[src/rtl/rtc_bus_pkg.sv]
// Shared definitions for the RTC multiplexed-bus read sequencer.
//   NUM_RTC_REGS  number of RTC registers mirrored by the display bank
//   ADDR_TABLE    RTC register addresses in scan order (clock block, then timer block)
//   rtc_state_t   sequencer FSM states
//   rtc_reg_addr  table lookup that returns 0 for an out-of-range index
package rtc_bus_pkg;

   localparam int NUM_RTC_REGS = 11;

   localparam logic [7:0] ADDR_TABLE [0:NUM_RTC_REGS-1] = '{
      8'h21, 8'h22, 8'h23, 8'h24, 8'h25, 8'h26, 8'h27, 8'h28,
      8'h41, 8'h42, 8'h43
   };

   typedef enum logic [2:0] {
      IDLE    = 3'd0,
      ADDR    = 3'd1,
      AHOLD   = 3'd2,
      DATA    = 3'd3,
      RELEASE = 3'd4,
      DONE    = 3'd5
   } rtc_state_t;

   function automatic logic [7:0] rtc_reg_addr(input logic [3:0] idx);
      logic [7:0] a;
      a = 8'h00;
      if (idx < 4'(NUM_RTC_REGS)) a = ADDR_TABLE[idx];
      return a;
   endfunction

endpackage

[src/rtl/rtc_phase_timer.sv]
// Bus phase timer: a down-counter reloaded with PHASE_CYC-1 on load, so the
// terminal count (phase_last) is reached in the PHASE_CYC-th cycle of a phase.
//   clk         system clock
//   reset       synchronous, active-low reset
//   load        reload the counter (asserted on every FSM state change)
//   phase_last  1 in the final cycle of the current phase
module rtc_phase_timer #(
   parameter int PHASE_CYC = 4
) (
   input  logic clk,
   input  logic reset,
   input  logic load,
   output logic phase_last
);

   logic [3:0] cnt;

   always_ff @(posedge clk) begin
      if (!reset) begin
         cnt <= 4'd0;
      end else if (load) begin
         cnt <= 4'(PHASE_CYC - 1);
      end else if (cnt != 4'd0) begin
         cnt <= cnt - 4'd1;
      end
   end

   assign phase_last = (cnt == 4'd0);

endmodule

[src/rtl/rtc_read_sequencer.sv]
// RTC read sequencer: bus master on the RTC multiplexed address/data bus that
// reads each register of ADDR_TABLE in turn and hands address/data to the
// display register bank.
//   clk, reset            system clock, synchronous active-low reset
//   start, continuous     scan request pulse / free-running scan level
//   ad_in                 bus read-back from the pad
//   ad_out, ad_oe         bus drive value and pad output enable
//   cs_n, AoD             chip select (low active), 0=address / 1=data phase
//   Write, Read           RTC wr_n / rd_n (low active)
//   address, data_vga     register address and captured data for the bank
//   reg_index             index of the register being read
//   busy, done            scan in progress / one-cycle end-of-scan pulse
//
// State table:
//   IDLE    | bus released, waiting for start or continuous
//   ADDR    | cs_n low, address driven, Write low
//   AHOLD   | Write high, address still driven
//   DATA    | bus turned around, Read low, data captured every cycle
//   RELEASE | Read and cs_n high, address/data held for the bank
//   DONE    | one-cycle done pulse, then back to IDLE
module rtc_read_sequencer
   import rtc_bus_pkg::*;
#(
   parameter int PHASE_CYC = 4,
   parameter int NUM_REGS  = NUM_RTC_REGS
) (
   input  logic       clk,
   input  logic       reset,
   input  logic       start,
   input  logic       continuous,
   input  logic [7:0] ad_in,
   output logic [7:0] ad_out,
   output logic       ad_oe,
   output logic       cs_n,
   output logic       AoD,
   output logic       Write,
   output logic       Read,
   output logic [7:0] address,
   output logic [7:0] data_vga,
   output logic [3:0] reg_index,
   output logic       busy,
   output logic       done
);

   rtc_state_t state, state_nxt;
   logic [3:0] idx_nxt;
   logic       phase_last;
   logic       load;

   logic [7:0] ad_out_nxt, address_nxt;
   logic       ad_oe_nxt, cs_n_nxt, aod_nxt, write_nxt, read_nxt, busy_nxt, done_nxt;

   rtc_phase_timer #(.PHASE_CYC(PHASE_CYC)) u_phase_timer (
      .clk        (clk),
      .reset      (reset),
      .load       (load),
      .phase_last (phase_last)
   );

   always_comb begin
      state_nxt = state;
      idx_nxt   = reg_index;
      case (state)
         IDLE: begin
            if (start || continuous) begin
               state_nxt = ADDR;
               idx_nxt   = 4'd0;
            end
         end
         ADDR:    if (phase_last) state_nxt = AHOLD;
         AHOLD:   if (phase_last) state_nxt = DATA;
         DATA:    if (phase_last) state_nxt = RELEASE;
         RELEASE: begin
            if (phase_last) begin
               if (reg_index == 4'(NUM_REGS - 1)) begin
                  state_nxt = DONE;
               end else begin
                  idx_nxt   = reg_index + 4'd1;
                  state_nxt = ADDR;
               end
            end
         end
         DONE:    state_nxt = IDLE;
         default: state_nxt = IDLE;
      endcase
   end

   // Every state is a new phase, so the timer restarts on any transition.
   assign load = (state_nxt != state);

   // Outputs are decoded from the next state and registered, so they switch
   // on the same edge as the state and only at phase boundaries.
   always_comb begin
      cs_n_nxt    = 1'b1;
      aod_nxt     = 1'b0;
      write_nxt   = 1'b1;
      read_nxt    = 1'b1;
      ad_oe_nxt   = 1'b0;
      ad_out_nxt  = ad_out;
      address_nxt = address;
      busy_nxt    = 1'b1;
      done_nxt    = 1'b0;
      case (state_nxt)
         IDLE: busy_nxt = 1'b0;
         ADDR: begin
            cs_n_nxt    = 1'b0;
            write_nxt   = 1'b0;
            ad_oe_nxt   = 1'b1;
            ad_out_nxt  = rtc_reg_addr(idx_nxt);
            address_nxt = rtc_reg_addr(idx_nxt);
         end
         AHOLD: begin
            cs_n_nxt  = 1'b0;
            ad_oe_nxt = 1'b1;
         end
         DATA: begin
            cs_n_nxt = 1'b0;
            aod_nxt  = 1'b1;
            read_nxt = 1'b0;
         end
         RELEASE: ;
         DONE: begin
            busy_nxt = 1'b0;
            done_nxt = 1'b1;
         end
         default: busy_nxt = 1'b0;
      endcase
   end

   always_ff @(posedge clk) begin
      if (!reset) begin
         state     <= IDLE;
         reg_index <= 4'd0;
         cs_n      <= 1'b1;
         AoD       <= 1'b0;
         Write     <= 1'b1;
         Read      <= 1'b1;
         ad_oe     <= 1'b0;
         ad_out    <= 8'h00;
         address   <= 8'h00;
         data_vga  <= 8'h00;
         busy      <= 1'b0;
         done      <= 1'b0;
      end else begin
         state     <= state_nxt;
         reg_index <= idx_nxt;
         cs_n      <= cs_n_nxt;
         AoD       <= aod_nxt;
         Write     <= write_nxt;
         Read      <= read_nxt;
         ad_oe     <= ad_oe_nxt;
         ad_out    <= ad_out_nxt;
         address   <= address_nxt;
         busy      <= busy_nxt;
         done      <= done_nxt;
         // Sampled while Read is low; the bank therefore sees each sample one cycle late.
         if (state == DATA) data_vga <= ad_in;
      end
   end

endmodule

[config.mk]
export PLATFORM = sky130hd
export DESIGN_NAME = rtc_read_sequencer
export DESIGN_NICKNAME = d
export VERILOG_FILES = /design/src/rtl/rtc_bus_pkg.sv /design/src/rtl/rtc_phase_timer.sv /design/src/rtl/rtc_read_sequencer.sv
export SDC_FILE = /design/constraint.sdc
export NUM_CORES = 1
export LEC_CHECK = 0
export ABC_AREA = 0
export BUFFER_PORTS_ARGS = -buffer_cell sky130_fd_sc_hd__buf_2
export CORE_MARGIN = 5
export CORE_UTILIZATION = 43
export DETAILED_ROUTE_END_ITERATION = 6
export PLACE_DENSITY = 0.8
export REMOVE_ABC_BUFFERS = 1
export SKIP_LAST_GASP = 1
export SYNTH_ARGS = -nofsm -noshare
export SYNTH_HDL_FRONTEND = slang
export SYNTH_SLANG_ARGS = --single-unit
[constraint.sdc]
create_clock -name clk -period 3.4 [get_ports clk]
set_clock_uncertainty 0.1 [all_clocks]
set_input_delay 0.51 -clock clk [delete_from_list [all_inputs] [get_ports clk]]
set_output_delay 0.51 -clock clk [all_outputs]
set_load 0.02 [all_outputs]
## After elaboration in Yosys (flattened, before gate mapping)

Memory sizes are Yosys's and may differ from the RTL's.
Cells that the tools add are included.

- Memories kept: 1
- Bits in read-only memories: 128
- Flip-flop bits (word level): 34
- Input bits: 12

- $add $sub $neg: 2
- Equal/unequal tests: 11
- Mux-type cells: 23
- Order comparisons: 2
- Reductions and logical operators: 9
- Bitwise gates (word level): 2

Memory list:

| memory | depth | bits a word | read ports | clocked after Yosys merged registers in | write ports | RTL line | source |
|---|---|---|---|---|---|---|---|
| (no name shown) | 16 | 8 | 1 | 0 | 0 | rtc_bus_pkg.sv:27 | `if (idx < 4'(NUM_RTC_REGS)) a = ADDR_TABLE[idx];` |

Operators by type and width:

| kind | number |
|---|---|
| 2-to-1 mux 8 bit | 3 |
| 2-to-1 mux 3 bit | 6 |
| case mux 3 bit (5 select lines) | 1 |
| equality test 3 x 2 -> 1 bit (second input constant) | 4 |
| 2-to-1 mux 4 bit | 3 |
| equality test 3 bit (second input constant) | 3 |
| case mux 4 bit (2 select lines) | 1 |
| 2-to-1 mux 1 bit | 7 |
| equality test 3 x 1 -> 1 bit (second input constant) | 2 |
| greater-or-equal comparator 5 bit (second input constant) | 1 |
| NOT 4 -> 5 bit | 1 |
| adder 4 x 1 -> 4 bit (second input constant) | 1 |
| equality test 4 bit (second input constant) | 1 |
| logical NOT 4 bit | 1 |
| < comparator 4 bit (second input constant) | 1 |
| 2-to-1 mux 2 bit | 2 |
| nonzero test 4 bit | 1 |
| OR reduction 2 bit | 2 |
| OR reduction 4 bit | 1 |
| subtractor 4 x 1 -> 4 bit (second input constant) | 1 |
| logical NOT 3 bit | 1 |
| inequality test 3 bit | 1 |
| OR reduction 3 bit | 1 |
| nonzero test 2 bit | 1 |
| 2 further kinds | 2 |

## Logic depth before layout (Yosys ltp)

- Depth in word-level cells: 9
- Mapped depth: 11

## By module

From an unflattened synthesis, not the netlist that was laid out.

- Cells, all modules: 187
- Area total of the unflattened synthesis: 1584.0 µm²

By module, submodules not included:

| module | instances | area an instance (µm²) | cells an instance |
|---|---|---|---|
| rtc_read_sequencer | 1 | 1383.8 | 167 |
| rtc_phase_timer | 1 | 200.2 | 20 |

## Least setup slack after synthesis

Ideal clock, no wire load.

- Kind: register -> register
- Start: register u_phase_timer.cnt[0]
- End: register address[2]
- Data required time: 3.185 ns
- Clock period less this slack: 2.541 ns
- Path buffers: 1
- Data arrival time: 2.326 ns
- Slack: 0.859 ns
- Setup time: 0.115 ns
- Stages on the path, launching flop included: 12
- Cells stage by stage: dfxtp_1 -> inv_1 -> ha_1 -> nor3b_1 -> buf_2 -> a21oi_1 -> a311oi_1 -> inv_1 -> ha_1 -> a221oi_2 -> a2111oi_2 -> o21a_1

- Word-level cells in the longest chain between the ends: 8
- Elaborated cells on any way between the ends: 15
- Classes of those cells: 1 x order compare; 1 x eq/ne; 10 x mux; 1 x bitwise; 1 x reduce/logical; 1 x memory

RTL lines:

| what | RTL line | source |
|---|---|---|
| start: declaration | rtc_phase_timer.sv:16 | `logic [3:0] cnt;` |
| start signal: assignment | rtc_phase_timer.sv:22 | `cnt <= 4'(PHASE_CYC - 1);` |
| start signal: assignment | rtc_phase_timer.sv:24 | `cnt <= cnt - 4'd1;` |
| logical NOT 4 bit * | rtc_phase_timer.sv:28 | `assign phase_last = (cnt == 4'd0);` |
| 2-to-1 mux 4 bit * | rtc_read_sequencer.sv:74 | `if (phase_last) begin` |
| case mux 4 bit (2 select lines) * | rtc_read_sequencer.sv:63 | `case (state)` |
| named net idx_nxt[0] | rtc_read_sequencer.sv:46 | `logic [3:0] idx_nxt;` |
| NOT 4 -> 5 bit (not written as such) | rtc_bus_pkg.sv:27 |  |
| memory read (16 x 8 bit) | n/a |  |
| 2-to-1 mux 8 bit (not written as such) (2 in series) | rtc_bus_pkg.sv:27 |  |
| 2-to-1 mux 8 bit * | n/a |  |
| end signal: assignment | rtc_read_sequencer.sv:153 | `address <= address_nxt;` |
| end: declaration | rtc_read_sequencer.sv:38 | `output logic [7:0] address,` |

Mark *: on every way through the listed nets, which the timed path passes. The rest lies on a longest branch. The select of a mux whose other input is x is not followed.
A chain may end at the register's enable or synchronous reset.

## Final worst setup path

- Start: register state[1]
- End: register address[2]

- Word-level cells in the longest chain between the ends: 7
- Elaborated cells on any way between the ends: 19
- Classes of those cells: 1 x order compare; 5 x eq/ne; 10 x mux; 1 x bitwise; 1 x reduce/logical; 1 x memory

RTL lines:

| what | RTL line | source |
|---|---|---|
| start: declaration | rtc_read_sequencer.sv:45 | `rtc_state_t state, state_nxt;` |
| start signal: assignment | rtc_read_sequencer.sv:145 | `state <= state_nxt;` |
| equality test 3 bit / logical NOT 3 bit (equally long branches) | rtc_read_sequencer.sv:63 |  |
| case mux 4 bit (2 select lines) * | rtc_read_sequencer.sv:63 |  |
| named net idx_nxt[0] | rtc_read_sequencer.sv:46 |  |
| NOT 4 -> 5 bit (not written as such) | rtc_bus_pkg.sv:27 |  |
| memory read (16 x 8 bit) | n/a |  |
| 2-to-1 mux 8 bit (not written as such) (2 in series) | rtc_bus_pkg.sv:27 |  |
| 2-to-1 mux 8 bit * | n/a |  |

Marked as above.

==> reports/results.tsv <==
metric	value	unit
final WL	3480	µm
GRT met1 Usage	18.6	%
CP endpoint kind	flop	
area of the multi-input gates	818	µm²
final instance area	1890	µm²
count leader, synth	dfxtp_1	
Max-Cap Viols	0	
root buffer cell	clkbuf_8	
layout overhead on the synthesized area	18.8	%
post-DP HPWL	2560	µm
P per Cell Area	555	nW/µm²
I/O Pins	47	
Resized Gates After CTS	0	
syn avg cell area	9.06	µm²
Worst slew margin	55.4	%
RSZ-0062 raised after global routing	no	
Post-CTS Setup Bufs	0	
most common flop cell mapped by yosys	dfxtp_1	
Post-synth EDFFs	0	
Worst Hold Class	primary input to flop	
effective utilization at floorplan	43.9	%
post-route clock period utilization	81.5	%
Final ANT Viol Nets	0	
Worst Max-Slew Pin Slew	0.664	ns
crit path kind	flop to flop	
CTS buffer count	5	
CTS tree	done	
DR vias	1343	
sequential share of the synthesized area	40.2	%
met3 Use GR	4.40	%
filler-free cell count of the finished design	262	
die height	70.9	µm
Post-synth top cells	32 x dfxtp_1, 19 x nor2_1, 10 x a21oi_1, 10 x buf_4, 10 x mux2i_1	
Static Leak	0.919	nW
setup violators final	0	
Yosys top cell by area	dfxtp_1	
dpl cells	254	
Tmin final	2.77	ns
layout cells sized above 1	26.6	%
data required time of the critical path	3.48	ns
total global routing track utilization	15.0	%
IO buf count	42	
global route hottest layer	met2	
maximum vdd drop	277	µV
Seq. cell area	641	µm²
GPL Wtd Cong	0.796	
largest net degree at the start of global routing	23	
vias in the first global route	1311	
CTS Hold Bufs	0	
clock latency on the worst-skew pair	0.29	ns
met2 Use GR	24.1	%
Iter 0 DRT Violations	85	
Synth Register Bits	32	
Site Rows	22	
final hold violation count	0	
Netlist cell types	46	
DRT Pass-1 Iters	4	
status	completed	
top cell type's share of synthesized area	40.2	%
initial antenna violation count	0	
Antenna Cells	0	
width of the die	70.9	µm
CP arrival	2.86	ns
die area	5020	µm²
Yosys Warn Count	0	
DR WL/cell	13.3	µm
Clock Sinks	32	
synthesized area	1590	µm²
Cells after Synth	176	
largest fanout on the critical path	12	
FFs w/ async S/R, synth	0	%
Fillers	363	
first-pass GRT wire length	5980	µm
Post-route DRC	0	
core area	3630	µm²
nets	232	
CP Launch Type	flop	
final core occ	52.1	%
fmax	0.361	GHz
CTS H-tree lvls	2	
Max Slew Vio Count	0	
Synth area leaders	dfxtp_1 40%, mux2i_1 6.3%, ha_1 5.5%	
via/cell ratio	5.13	
DP Area	1790	µm²
worst-case clock buffer depth	2	
Setup Total Neg Slack	0	ns
clk slew on worst S/H paths	0.07	ns
grt total ovfl	0	
[cell usage in the layout, fill, tap and decap left out, types with 2 or more instances in the layout]
| master | n |
|---|---|
| nor3_1 | 5 |
| a211oi_1 | 3 |
| nand3b_1 | 4 |
| nand4_1 | 2 |
| clkbuf_8 | 5 |
| a22o_1 | 2 |
| and3_1 | 2 |
| o21ai_0 | 6 |
| nor2_1 | 19 |
| dfxtp_1 | 32 |
| o32ai_1 | 2 |
| a21oi_1 | 10 |
| nor3b_1 | 3 |
| inv_1 | 6 |
| o31ai_1 | 2 |
| nand3_1 | 3 |
| mux2i_1 | 10 |
| and2_1 | 3 |
| nand2_1 | 9 |
| xnor2_1 | 3 |
| buf_4 | 4 |
| a221oi_1 | 2 |
| ha_1 | 7 |
| buf_2 | 42 |
| o21a_1 | 2 |
| conb_1 | 4 |
[registers in the layout, summed over array words and instances, names as in the netlist, 3 cells and up]
signal and flops:
reg_index 4, u_phase_timer.cnt 4, data_vga 8, state 3
address 6
[worst paths after layout]
kind	startpoint	slack, ns	depth (start not counted)	to
worst max-delay path	state[1]$_SDFF_PN0_	0.63	8	address[2]$_SDFFE_PN0N_
worst max register to register	state[1]$_SDFF_PN0_	0.63	8	address[2]$_SDFFE_PN0N_
worst min register to register	address[6]$_SDFFE_PN0N_	0.38	2	address[6]$_SDFFE_PN0N_
worst min-delay path	ad_in[3]	0.35	3	data_vga[3]$_SDFFE_PN0N_
[logic make-up (layout without fill, tap and decap cells)]
| family | count (synthesis) | in the layout | synth area share, % |
|---|---|---|---|
| AND/OR/NAND/NOR | 58 | 58 | 18.8 |
| adder cells (fa/ha/maj) | 7 | 7 | 5.49 |
| flip-flops | 32 | 32 | 40.2 |
| XOR/XNOR | 4 | 4 | 2.20 |
| other | 1 | 4 | 0.235 |
| buffers and inverters | 26 | 61 | 9.18 |
| AO/OA/AOI/OAI | 38 | 38 | 17.6 |
| multiplexers | 10 | 10 | 6.28 |
[cell type report]
| class | instances | share of cell area [%] |
|---|---|---|
| Timing Repair Buffer | 46 | 12.7 |
| Clock inverter | 2 | 1.85 |
| Sequential cell | 32 | 33.8 |
| Multi-Input combinational cell | 121 | 43.2 |
| Tap cell | 48 | 3.17 |
| Clock buffer | 6 | 3.83 |
| Inverter | 7 | 1.39 |
[power breakdown]
group	internal, W	switching (W)	leakage, nW
logic	0.0000978	0.000158	0.602
clock network	0.000217	0.000141	0.0552
registers	0.000409	0.0000277	0.262
[worst max-delay path, cell delays in order, from the launching register on]
cell and delay, ns:
dfxtp_1 0.55, nor2_1 0.20, and3_1 0.22, a311oi_1 0.53
inv_1 0.19, ha_1 0.25, a221oi_2 0.32, a2111oi_2 0.10
o21a_1 0.20
[per-layer routing]
layer	wire (µm)	vias up	part of all wire, %
met5	0	-	0
met4	69	0	2.0
met3	217	8	6.2
met2	1640	42	47
met1	1560	611	45
li1	-	682	-
[metrics by stage]
| stage | total power, W | hold WS, ns | setup WS (ns) |
|---|---|---|---|
| floorplan | 0.000618 | 0.361 | 0.488 |
| global placement | 0.000695 | 0.359 | 0.843 |
| detailed placement | 0.000701 | 0.361 | 0.676 |
| CTS | 0.00106 | 0.350 | 0.642 |
| global route | 0.00111 | 0.354 | 0.386 |
| finish | 0.00105 | 0.351 | 0.628 |
No activity file was read; power rests on OpenSTA's default activity.
